`src/rtl/if_prefetch_queue.sv`:
```
// Instruction-fetch front end: single-outstanding imem requests feeding a DEPTH-entry decode queue.
// Defining IFQ_PERF_CNT_EN adds the perf_fetch_cnt / perf_kill_cnt / perf_full_cnt outputs.
module if_prefetch_queue #(
   parameter int          DEPTH    = 4,
   parameter logic [31:0] RESET_PC = 32'h0000_0000
) (
   input  logic        clk,
   input  logic        rst,
   output logic        imem_req,
   output logic [31:0] imem_addr,
   input  logic        imem_rvalid,
   input  logic [31:0] imem_rdata,
   input  logic        flush,
   input  logic [31:0] flush_pc,
   output logic        dec_valid,
   output logic [31:0] dec_inst,
   output logic [31:0] dec_pc,
   input  logic        dec_ready
`ifdef IFQ_PERF_CNT_EN
   ,
   output logic [31:0] perf_fetch_cnt,
   output logic [31:0] perf_kill_cnt,
   output logic [31:0] perf_full_cnt
`endif
);

   localparam int            PW      = $clog2(DEPTH);
   localparam int            CW      = PW + 1;
   localparam logic [CW-1:0] DEPTH_C = CW'(DEPTH);
   localparam logic [CW-1:0] CNT_ONE = CW'(1);
   localparam logic [PW-1:0] PTR_ONE = PW'(1);

   typedef enum logic [1:0] {
      ST_RUN  = 2'd0,
      ST_WAIT = 2'd1,
      ST_KILL = 2'd2
   } state_t;

   state_t        state_q, state_d;
   logic [31:0]   fetch_pc_q, fetch_pc_d;
   logic [31:0]   req_pc_q, req_pc_d;
   logic [CW-1:0] count_q, count_d;
   logic [PW-1:0] rd_ptr_q, rd_ptr_d;
   logic [PW-1:0] wr_ptr_q, wr_ptr_d;
   logic [31:0]   inst_mem_q [DEPTH];
   logic [31:0]   inst_mem_d [DEPTH];
   logic [31:0]   pc_mem_q   [DEPTH];
   logic [31:0]   pc_mem_d   [DEPTH];
   logic          issue_s, enq_s, pop_s, drop_s, dec_valid_s;
`ifdef IFQ_PERF_CNT_EN
   logic [31:0]   perf_fetch_q, perf_fetch_d;
   logic [31:0]   perf_kill_q, perf_kill_d;
   logic [31:0]   perf_full_q, perf_full_d;
`endif

   // Handshake qualifiers; flush overrides issue, enqueue and pop, and reset blocks issue.
   always_comb begin
      dec_valid_s = (count_q != {CW{1'b0}});
      issue_s     = rst && (state_q == ST_RUN) && (count_q < DEPTH_C) && !flush;
      enq_s       = (state_q == ST_WAIT) && imem_rvalid && !flush;
      pop_s       = dec_valid_s && dec_ready && !flush;
      drop_s      = imem_rvalid && !enq_s;
   end

   assign imem_req  = issue_s;
   assign imem_addr = fetch_pc_q;
   assign dec_valid = dec_valid_s;
   assign dec_inst  = dec_valid_s ? inst_mem_q[rd_ptr_q] : 32'h0000_0000;
   assign dec_pc    = dec_valid_s ? pc_mem_q[rd_ptr_q]   : 32'h0000_0000;

   // Next-state logic for the request FSM, fetch PC and queue bookkeeping.
   always_comb begin
      state_d    = state_q;
      fetch_pc_d = fetch_pc_q;
      req_pc_d   = req_pc_q;
      count_d    = count_q;
      rd_ptr_d   = rd_ptr_q;
      wr_ptr_d   = wr_ptr_q;
      inst_mem_d = inst_mem_q;
      pc_mem_d   = pc_mem_q;
      case (state_q)
         ST_RUN: begin
            if (issue_s) state_d = ST_WAIT;
            else         state_d = ST_RUN;
         end
         ST_WAIT: begin
            if (imem_rvalid) state_d = ST_RUN;
            else if (flush)  state_d = ST_KILL;
            else             state_d = ST_WAIT;
         end
         ST_KILL: begin
            if (imem_rvalid) state_d = ST_RUN;
            else             state_d = ST_KILL;
         end
         default: state_d = ST_RUN;
      endcase
      if (flush) begin
         count_d    = {CW{1'b0}};
         rd_ptr_d   = {PW{1'b0}};
         wr_ptr_d   = {PW{1'b0}};
         fetch_pc_d = flush_pc & 32'hFFFF_FFFC;
      end else begin
         if (issue_s) begin
            fetch_pc_d = fetch_pc_q + 32'd4;
            req_pc_d   = fetch_pc_q;
         end else begin
            fetch_pc_d = fetch_pc_q;
            req_pc_d   = req_pc_q;
         end
         if (enq_s) begin
            inst_mem_d[wr_ptr_q] = imem_rdata;
            pc_mem_d[wr_ptr_q]   = req_pc_q;
            wr_ptr_d             = wr_ptr_q + PTR_ONE;
         end else begin
            wr_ptr_d = wr_ptr_q;
         end
         if (pop_s) rd_ptr_d = rd_ptr_q + PTR_ONE;
         else       rd_ptr_d = rd_ptr_q;
         case ({enq_s, pop_s})
            2'b10:   count_d = count_q + CNT_ONE;
            2'b01:   count_d = count_q - CNT_ONE;
            default: count_d = count_q;
         endcase
      end
   end

`ifdef IFQ_PERF_CNT_EN
   // Free-running event counters; deliberately untouched by flush.
   always_comb begin
      perf_fetch_d = perf_fetch_q + {31'd0, issue_s};
      perf_kill_d  = perf_kill_q + {31'd0, drop_s};
      perf_full_d  = perf_full_q + {31'd0, (count_q == DEPTH_C)};
   end

   assign perf_fetch_cnt = perf_fetch_q;
   assign perf_kill_cnt  = perf_kill_q;
   assign perf_full_cnt  = perf_full_q;
`endif

   // State register with synchronous active-low reset.
   always_ff @(posedge clk) begin
      if (!rst) begin
         state_q    <= ST_RUN;
         fetch_pc_q <= RESET_PC;
         req_pc_q   <= 32'h0000_0000;
         count_q    <= {CW{1'b0}};
         rd_ptr_q   <= {PW{1'b0}};
         wr_ptr_q   <= {PW{1'b0}};
         for (int i = 0; i < DEPTH; i++) begin
            inst_mem_q[i] <= 32'h0000_0000;
            pc_mem_q[i]   <= 32'h0000_0000;
         end
`ifdef IFQ_PERF_CNT_EN
         perf_fetch_q <= 32'h0000_0000;
         perf_kill_q  <= 32'h0000_0000;
         perf_full_q  <= 32'h0000_0000;
`endif
      end else begin
         state_q    <= state_d;
         fetch_pc_q <= fetch_pc_d;
         req_pc_q   <= req_pc_d;
         count_q    <= count_d;
         rd_ptr_q   <= rd_ptr_d;
         wr_ptr_q   <= wr_ptr_d;
         inst_mem_q <= inst_mem_d;
         pc_mem_q   <= pc_mem_d;
`ifdef IFQ_PERF_CNT_EN
         perf_fetch_q <= perf_fetch_d;
         perf_kill_q  <= perf_kill_d;
         perf_full_q  <= perf_full_d;
`endif
      end
   end

   // drop_s only feeds the optional kill counter.
   logic unused_s;
   assign unused_s = drop_s;

endmodule

```
`config.mk`:
```
export PLATFORM = sky130hd
export DESIGN_NAME = if_prefetch_queue
export DESIGN_NICKNAME = d
export VERILOG_FILES = /design/src/rtl/if_prefetch_queue.sv
export SDC_FILE = /design/constraint.sdc
export NUM_CORES = 1
export LEC_CHECK = 0
export CAP_MARGIN = 10
export CORE_MARGIN = 2
export CORE_UTILIZATION = 37
export DETAILED_ROUTE_END_ITERATION = 10
export PLACE_DENSITY = 0.65
export REMOVE_ABC_BUFFERS = 1
export SLEW_MARGIN = 20
export SYNTH_ARGS = -nofsm -noshare
export SYNTH_HDL_FRONTEND = slang
export SYNTH_SLANG_ARGS = --single-unit
```
`constraint.sdc`:
```
create_clock -name clk -period 2.6 [get_ports clk]
set_input_delay 0.52 -clock clk [delete_from_list [all_inputs] [get_ports clk]]
set_output_delay 0.52 -clock clk [all_outputs]
set_load 0.05 [all_outputs]
```
==> flow_metrics.env, run 1 <==
export IMPL_cts_buffers=36
export IMPL_clock_skew_ns=0.0107
export IMPL_yosysSeqAreaShare=0.443
export IMPL_io_buffers=160
export IMPL_drv_slew=0
export IMPL_synth_area_top_cells="dfxtp_1, nand2_1, a21boi_0"
export IMPL_io_pins=167
export IMPL_core_um2=38500
export IMPL_critPathSlowestCell="mux4_2"
export IMPL_maxCapViolations=0
export IMPL_crit_cells=4
export IMPL_path_cells="bufbuf_16 -> mux4_2 -> and2_1 -> buf_4"
export IMPL_fmax_mhz=382
export IMPL_gp_congestion=0.790
export IMPL_syn_inst=1648
export IMPL_numPlacedInstances=2246
export IMPL_synth_top_area_cell="dfxtp_1"
export IMPL_path_clk_slew_ns=0.06
export IMPL_r2r_cells=4
export IMPL_place_area_um2=16600
export IMPL_cp_top_family="buffers and inverters"
export IMPL_die_area_um2=40300
export IMPL_grt_pass1_wl_um=64900
export IMPL_clk_path_buf_depth=3
export IMPL_critPathMaxStageDelay_ns=0.50
export IMPL_avgViaCountPerCell=5.18
export IMPL_worstReg2RegEnd="imem_addr[17]"
export IMPL_drtIter0Drc=752
export IMPL_row_count=72
export IMPL_track_usage=0.201
export IMPL_cts_hold_buf=0
export IMPL_clock_latency_ns=0.50
export IMPL_synth_area_um2=14300
export IMPL_stdcell_area_um2=17900
export IMPL_postRouteAntennaNets=0
export IMPL_power_leakage_nw=5.96
export IMPL_power_density_nw_per_um2=600
export IMPL_synth_edf_count=0
export IMPL_vias=12000
export IMPL_cts_sinks=317
export IMPL_rsz0062_at_grt="yes"
export IMPL_start_util=0.372
export IMPL_routedWlPerCell_um=17.7
export IMPL_cp_start_kind="flop"
export IMPL_dieHeight_um=201
export IMPL_critPathMaxFanout=16
export IMPL_violations="negative setup slack"
export IMPL_synth_top_area_frac=0.443
export IMPL_final_common_cell="nand2_1"
export IMPL_final_cells=2310
export IMPL_hold_viol_final=0
export IMPL_fp_dieW_um=201
export IMPL_syn_avg_cell_area_um2=8.69
export IMPL_finalPower_mw=10.7
export IMPL_synth_ff_type="dfxtp_1"
export IMPL_utilization=0.464
export IMPL_hp_class="reg -> reg"
export IMPL_drt_pass1_iter_count=5
export IMPL_worstSetupEndpointType="output port"
export IMPL_dpl_hpwl_um=24600
export IMPL_diodes=0
export IMPL_r2r_start="count_q[2]"
export IMPL_cp_num_buf_inv=2
export IMPL_relSlewSlack=0.372
export IMPL_worstMarginPinSlew_ns=0.942
export IMPL_grt_ovfl_total=0
export IMPL_grt_pass1_vias=11900
export IMPL_crit_start="rd_ptr_q[1]"
export IMPL_wirelength_um=40900
export IMPL_cts_root_buf="clkbuf_16"
export IMPL_crit_type="reg -> out"
export IMPL_syn2layout_area_growth_pct=24.7
export IMPL_layout_common_cells="nand2_1, dfxtp_1, a21boi_0"
export IMPL_critPathArrivalTime_ns=2.10
export IMPL_ir_drop_v=0.000389
export IMPL_setup_ws_ns=-0.0205
export IMPL_drc=0
export IMPL_setup_worst_path_end="dec_inst[0]"
export IMPL_setup_violations=8
export IMPL_nets=1848
export IMPL_netlist_cell_type_count=51
export IMPL_antenna_found_initial=1
export IMPL_drive_gt1_frac=0.142
export IMPL_whs_ns=0.460
export IMPL_worstPathRequired_ns=2.08
export IMPL_r2r_setup_slack_ns=0.40
export IMPL_synth_seq_cells=317
export IMPL_h_tree_depth=2
export IMPL_synth_yosys_warnings=0
export IMPL_min_period_over_period=1.01
export IMPL_run_status="finished with violations"
export IMPL_cts_tree="yes"
export IMPL_grt_max_degree=245
export IMPL_async_reset_ff_frac=0
export IMPL_min_period_ns=2.62
-- worst min path at each step --
stage / cells past startpoint / end / startpoint
after floorplan: 2 / inst_mem_q[63] / inst_mem_q[63]
after global placement: 2 / inst_mem_q[40] / inst_mem_q[40]
after detailed placement: 2 / pc_mem_q[47] / pc_mem_q[47]
after CTS: 2 / pc_mem_q[47] / pc_mem_q[47]
after global routing: 2 / inst_mem_q[86] / inst_mem_q[86]
final: 2 / pc_mem_q[47] / pc_mem_q[47]
-- stage by stage --
step	setup WS [ns]	TNS [ns]
6_report	-0.0205	-0.130
5_1_grt	-0.0734	-0.740
4_1_cts	-0.0543	-0.425
3_5_place_dp	-0.0119	-0.0119
3_3_place_gp	-0.0154	-0.0154
2_1_floorplan	-1.05	-177.36
-- power breakdown --
group / internal [mW] / switching [mW]
clock: 3.07 / 1.95
combinational: 0.301 / 0.389
sequential: 4.92 / 0.0977
-- repair_timing --
action / in CTS / in global routing
endpoints found under the setup margin: 51 / 31
hold endpoints to repair: 0 / 0
gates cloned: 2 / 1
pin swaps: 0 / 1
resized for setup: 2 / 4
setup buffers: 1 / 2
-- cell usage after synthesis (5+ instances only) --
library cell	number
ha_1	6
xnor2_1	10
nor3b_1	5
buf_2	5
and2_1	67
xor2_1	5
and4_1	9
nand4_1	15
a21boi_0	278
clkbuf_1	117
buf_1	6
nor2_1	15
mux4_2	62
nor3_1	13
o21ai_0	28
nand3_1	16
nand2_1	575
inv_1	12
a311oi_1	6
and3_1	6
dfxtp_1	317
nor4_1	7
or3_1	9
nor2b_1	6
a21oi_1	13
-- layout make-up --
| type | instances | area (um2) |
|---|---|---|
| Timing Repair Buffer | 216 | 2200 |
| Clock buffer | 51 | 1080 |
| Inverter | 12 | 45.0 |
| Tap cell | 518 | 648 |
| Multi-Input combinational cell | 1189 | 7440 |
| Clock inverter | 7 | 93.8 |
| Fill cell | 3657 | 20600 |
| Sequential cell | 317 | 6350 |
-- cells by family after synthesis --
kind of cell    count (synthesis)  share of synthesized area
flops                         317                      0.443
fa+ha+maj                       7                    0.00664
mux                            62                     0.0975
compound gates                345                      0.175
simple gates                  756                      0.229
other cells                     1                   0.000262
buf+inv                       145                     0.0400
xor+xnor                       15                    0.00917
-- metal layers --
layer  vias to the layer above  part of all wire  global-route usage
met5                         -                 0                   0
met4                         0             0.019              0.0526
met3                        59             0.058              0.0299
met2                       383              0.47               0.337
met1                      5718              0.45               0.271
li1                       5811                 -                   -
-- tightest hold or removal path: cells and delay by family (launching register included) --
| family | cells | cell delay (ns) |
|---|---|---|
| flip-flops | 1 | 0.30 |
| AO/OA/AOI/OAI | 1 | 0.06 |
| AND/OR/NAND/NOR | 1 | 0.04 |
-- registers in the layout, indices dropped and copies added (netlist names) --
signal	cells
count_q	3
imem_addr	30
inst_mem_q	128
pc_mem_q	120
rd_ptr_q	2
req_pc_q	30
state_q	2
wr_ptr_q	2
No activity file was read; power rests on OpenSTA's default activity.
==> inputs of run 2 (changes only) <==
CTS_CLUSTER_DIAMETER = 30   (was default)
==> flow_metrics.env, run 2 (synthesis results as in run 1) <==
export IMPL_run_status="completed"
export IMPL_ir_drop_v=0.000453
export IMPL_reg_largest_list="inst_mem_q x128, pc_mem_q x120"
export IMPL_path_clk_slew_ns=0.04
export IMPL_core_um2=38500
export IMPL_drive_gt1_frac=0.202
export IMPL_worstPathRequired_ns=2.08
export IMPL_min_delay_path_depth=2
export IMPL_min_period_over_period=0.997
export IMPL_whs_ns=0.459
export IMPL_maxCapViolations=0
export IMPL_hp_class="reg -> reg"
export IMPL_fillers=3445
export IMPL_power_density_nw_per_um2=772
export IMPL_grt_pass1_wl_um=68300
export IMPL_cts_hold_buf=0
export IMPL_crit_type="reg -> out"
export IMPL_rsz0062_at_grt="yes"
export IMPL_tns_ns=0
export IMPL_avgViaCountPerCell=5.16
export IMPL_track_usage=0.213
export IMPL_critPathMaxFanout=5
export IMPL_routedLengthMet1_um=18900
export IMPL_antenna_found_initial=0
export IMPL_layout_common_cells="nand2_1, dfxtp_1, a21boi_0"
export IMPL_critPathArrivalTime_ns=2.07
export IMPL_grt_max_degree=245
export IMPL_regMostFlops="inst_mem_q"
export IMPL_routedWlPerCell_um=18.0
export IMPL_vias=12400
export IMPL_wl_met3_um=2600
export IMPL_cts_tree="yes"
export IMPL_row_count=72
export IMPL_nets=1904
export IMPL_start_util=0.372
export IMPL_clk_path_buf_depth=3
export IMPL_routed_top_layer="met4"
export IMPL_wirelength_um=43300
export IMPL_gp_congestion=0.790
export IMPL_fp_dieW_um=201
export IMPL_clock_skew_ns=0.0138
export IMPL_io_pins=167
export IMPL_postRouteAntennaNets=0
export IMPL_final_common_cell="nand2_1"
export IMPL_dieHeight_um=201
export IMPL_power_leakage_nw=6.87
export IMPL_hold_viol_final=0
export IMPL_cts_sinks=317
export IMPL_io_buffers=160
export IMPL_setup_violations=0
export IMPL_fmax_mhz=386
export IMPL_min_period_ns=2.59
export IMPL_die_area_um2=40300
export IMPL_syn2layout_area_growth_pct=39.0
export IMPL_grt_pass1_vias=12600
export IMPL_drtIter0Drc=696
export IMPL_grt_ovfl_total=0
export IMPL_place_area_um2=16600
export IMPL_dpl_hpwl_um=24600
export IMPL_clock_latency_ns=0.56
export IMPL_stdcell_area_um2=19900
export IMPL_relSlewSlack=0.382
export IMPL_largest_reg_flops=128
export IMPL_drv_slew=0
export IMPL_cp_start_kind="flop"
export IMPL_drt_pass1_iter_count=5
export IMPL_cts_buffers=76
export IMPL_met2WireLength_um=20800
export IMPL_cts_root_buf="clkbuf_16"
export IMPL_drc=0
export IMPL_h_tree_depth=3
export IMPL_diodes=0
export IMPL_r2r_cells=4
export IMPL_worstMarginPinSlew_ns=0.927
export IMPL_worstSetupEndpointType="output port"
run 2: worst paths after layout:
| path | slack (ns) | endpoint | startpoint |
|---|---|---|---|
| min | 0.46 | inst_mem_q[81] | inst_mem_q[81] |
| max reg2reg | 0.40 | imem_addr[17] | count_q[2] |
| min reg2reg | 0.46 | inst_mem_q[81] | inst_mem_q[81] |
| max | 0.007 | dec_inst[10] | rd_ptr_q[1] |
run 2: critical path, cell delays in order (launching register included):
cell	delay [ns]
dfxtp_4	0.39
buf_8	0.14
buf_16	0.14
mux4_2	0.52
and2_4	0.18
buf_6	0.14
run 2: stage by stage:
step	utilization	cells	worst slack [ns]	power, mW
6_report	0.518	2407	0.00693	15.4
5_1_grt	0.518	2407	-0.0533	15.8
4_1_cts	0.514	2405	-0.0713	15.5
3_5_place_dp	0.430	2246	-0.0119	5.80
3_3_place_gp	0.430	2246	-0.0154	5.80
2_1_floorplan	-	1518	-1.05	5.42
run 2: area by class of cell:
cell class	count	area [um2]	area share
inverters	12	45.0	0.00226
well taps	518	648	0.0325
flip-flops and latches	317	6350	0.319
clock buffers	100	2150	0.108
repair buffers	232	2670	0.134
clock inverters	39	508	0.0255
multi-input cells	1189	7540	0.379
run 2: repair_timing:
action                                  CTS  global route
gates resized for setup                  75            35
endpoints found under the setup margin   62            53
pin swaps                                 0             1
gates cloned                              5             3
setup buffers                            15             0
run 2: metal layers:
| metal | vias to the layer above | global-route usage |
|---|---|---|
| li1 | 5964 | - |
| met1 | 5981 | 0.281 |
| met2 | 404 | 0.354 |
| met3 | 76 | 0.0373 |
| met4 | 0 | 0.0704 |
| met5 | - | 0 |
run 2: power by group:
group	internal (mW)	leakage, nW	switching [mW]
sequential	4.93	2.56	0.0982
clock	6.70	1.28	2.94
combinational	0.301	3.03	0.392
total	11.9	6.87	3.43
==> inputs of run 3 (changes only) <==
CORE_MARGIN = default   (was 2)
==> flow_metrics.env, run 3 (synthesis results as in run 1) <==
export IMPL_setup_violations=27
export IMPL_dpl_hpwl_um=25300
export IMPL_layout_common_cells="nand2_1, dfxtp_1, a21boi_0"
export IMPL_whs_ns=0.406
export IMPL_hold_viol_final=0
export IMPL_swShare=0.224
export IMPL_crit_start="rd_ptr_q[0]"
export IMPL_min_delay_path_depth=3
export IMPL_tns_ns=-0.430
export IMPL_diodes=0
export IMPL_ir_drop_v=0.000593
export IMPL_p_sw_mw=3.48
export IMPL_drive_gt1_frac=0.214
export IMPL_wirelength_um=42600
export IMPL_clk_path_buf_depth=3
export IMPL_cts_tree="yes"
export IMPL_pwr_share_clk=0.631
export IMPL_finalPower_mw=15.6
export IMPL_stdcell_area_um2=20000
export IMPL_avgViaCountPerCell=5.13
export IMPL_h_tree_depth=3
export IMPL_row_count=71
export IMPL_maxCapViolations=0
export IMPL_crit_cells=5
export IMPL_cts_hold_buf=0
export IMPL_crit_type="reg -> out"
export IMPL_grt_pass1_vias=12400
export IMPL_utilization=0.529
export IMPL_critPathSlowestCell="mux4_2"
export IMPL_min_period_ns=2.65
export IMPL_final_common_cell="nand2_1"
export IMPL_crit_path_frequent_cell="buf_12"
export IMPL_fmax_mhz=378
export IMPL_min_period_over_period=1.02
export IMPL_syn2layout_area_growth_pct=39.6
export IMPL_fp_dieW_um=199
export IMPL_combPwrFrac=0.046
export IMPL_setup_ws_ns=-0.0472
export IMPL_clock_latency_ns=0.57
export IMPL_r2r_setup_slack_ns=0.29
export IMPL_die_area_um2=39500
export IMPL_violations="negative setup slack"
export IMPL_reg_largest_list="inst_mem_q x128, pc_mem_q x120"
export IMPL_p_int_mw=12.1
export IMPL_worstSetupEndpointType="output port"
export IMPL_power_density_nw_per_um2=778
export IMPL_regMostFlops="inst_mem_q"
export IMPL_critPathMaxStageDelay_ns=0.52
export IMPL_nets=1918
export IMPL_worstMarginPinSlew_ns=0.954
export IMPL_pwr_share_seq=0.323
export IMPL_io_buffers=160
export IMPL_track_usage=0.219
export IMPL_power_leakage_nw=6.98
export IMPL_drtIter0Drc=844
export IMPL_cp_start_kind="flop"
export IMPL_core_um2=37800
export IMPL_grt_max_degree=240
export IMPL_vias=12400
export IMPL_drv_slew=0
export IMPL_gp_congestion=0.780
export IMPL_r2r_cells=4
export IMPL_grt_pass1_wl_um=67600
export IMPL_drc=0
export IMPL_cp_num_buf_inv=3
export IMPL_worstPathRequired_ns=2.08
export IMPL_cts_root_buf="clkbuf_16"
export IMPL_numPlacedInstances=2253
export IMPL_critPathMaxFanout=8
export IMPL_dieHeight_um=199
export IMPL_relSlewSlack=0.364
export IMPL_antenna_found_initial=0
export IMPL_r2r_start="count_q[2]"
export IMPL_routedWlPerCell_um=17.7
export IMPL_grt_ovfl_total=0
export IMPL_path_clk_slew_ns=0.04
export IMPL_cts_sinks=317
export IMPL_clock_skew_ns=0.0172
export IMPL_drt_pass1_iter_count=5
export IMPL_critPathArrivalTime_ns=2.13
export IMPL_place_area_um2=16700
export IMPL_io_pins=167
export IMPL_start_util=0.379
export IMPL_path_cells="buf_12 -> buf_12 -> mux4_2 -> and2_4 -> buf_6"
export IMPL_largest_reg_flops=128
export IMPL_run_status="finished with violations"
export IMPL_worstReg2RegEnd="imem_addr[21]"
export IMPL_cts_buffers=79
export IMPL_setup_worst_path_end="dec_pc[6]"
export IMPL_postRouteAntennaNets=0
export IMPL_final_cells=2415
export IMPL_rsz0062_at_grt="yes"
export IMPL_cp_top_family="multiplexers"
export IMPL_hp_class="in -> reg"
export IMPL_pre_cts_ws_ns=-0.0159
## run 3: changes by cell type in the layout (fill, tap and decap cells not counted), moves of 2 or more
cell and delta:
and2_1 -12, and2_4 +12, buf_16 -4, buf_4 +15
buf_6 -4, buf_8 +5, clkbuf_8 +4, clkinv_2 +7
clkinv_4 -5, clkinvlp_4 -4, inv_6 -2
## run 3: power groups by stage
stage               logic (mW)  registers, mW  clock network, mW
finish                   0.718           5.03               9.82
global route             0.766           5.03               10.2
CTS                      0.718           5.02               9.96
detailed placement       0.710           5.11                  0
global placement         0.706           5.11                  0
floorplan                0.218           5.20                  0
## run 3: layout make-up
| type | count | area (um2) |
|---|---|---|
| Tap cell | 511 | 639 |
| Inverter | 12 | 45.0 |
| Fill cell | 3439 | 17800 |
| Timing Repair Buffer | 243 | 2680 |
| Clock inverter | 36 | 458 |
| Sequential cell | 317 | 6350 |
| Multi-Input combinational cell | 1189 | 7570 |
| Clock buffer | 107 | 2250 |
## run 3: timing repair
item                       4_1_cts  5_1_grt
gates cloned                     3        0
gates resized for setup        109       17
setup endpoints to repair       62       55
setup buffers                   15        2
## run 3: worst reg2reg max path, stage by stage (launching register included)
cell      delay [ns]
dfxtp_1         0.36
or4b_1          0.68
or3_1           0.55
or3_1           0.42
a211oi_1        0.22
## run 3: per-layer routing
metal / vias to the layer above / wire, um / global-route usage
met5: - / 0 / 0
met4: 0 / 872 / 0.0778
met3: 66 / 2550 / 0.0395
met2: 393 / 20400 / 0.362
met1: 5929 / 18800 / 0.286
li1: 5993 / - / -
## run 3: how the worst min path moves through the flow
stage	endpoint	start
global route	imem_addr[2]	rst
detailed placement	pc_mem_q[26]	pc_mem_q[26]
global placement	pc_mem_q[83]	pc_mem_q[83]
CTS	imem_addr[2]	rst
floorplan	inst_mem_q[63]	inst_mem_q[63]
finish	imem_addr[2]	rst
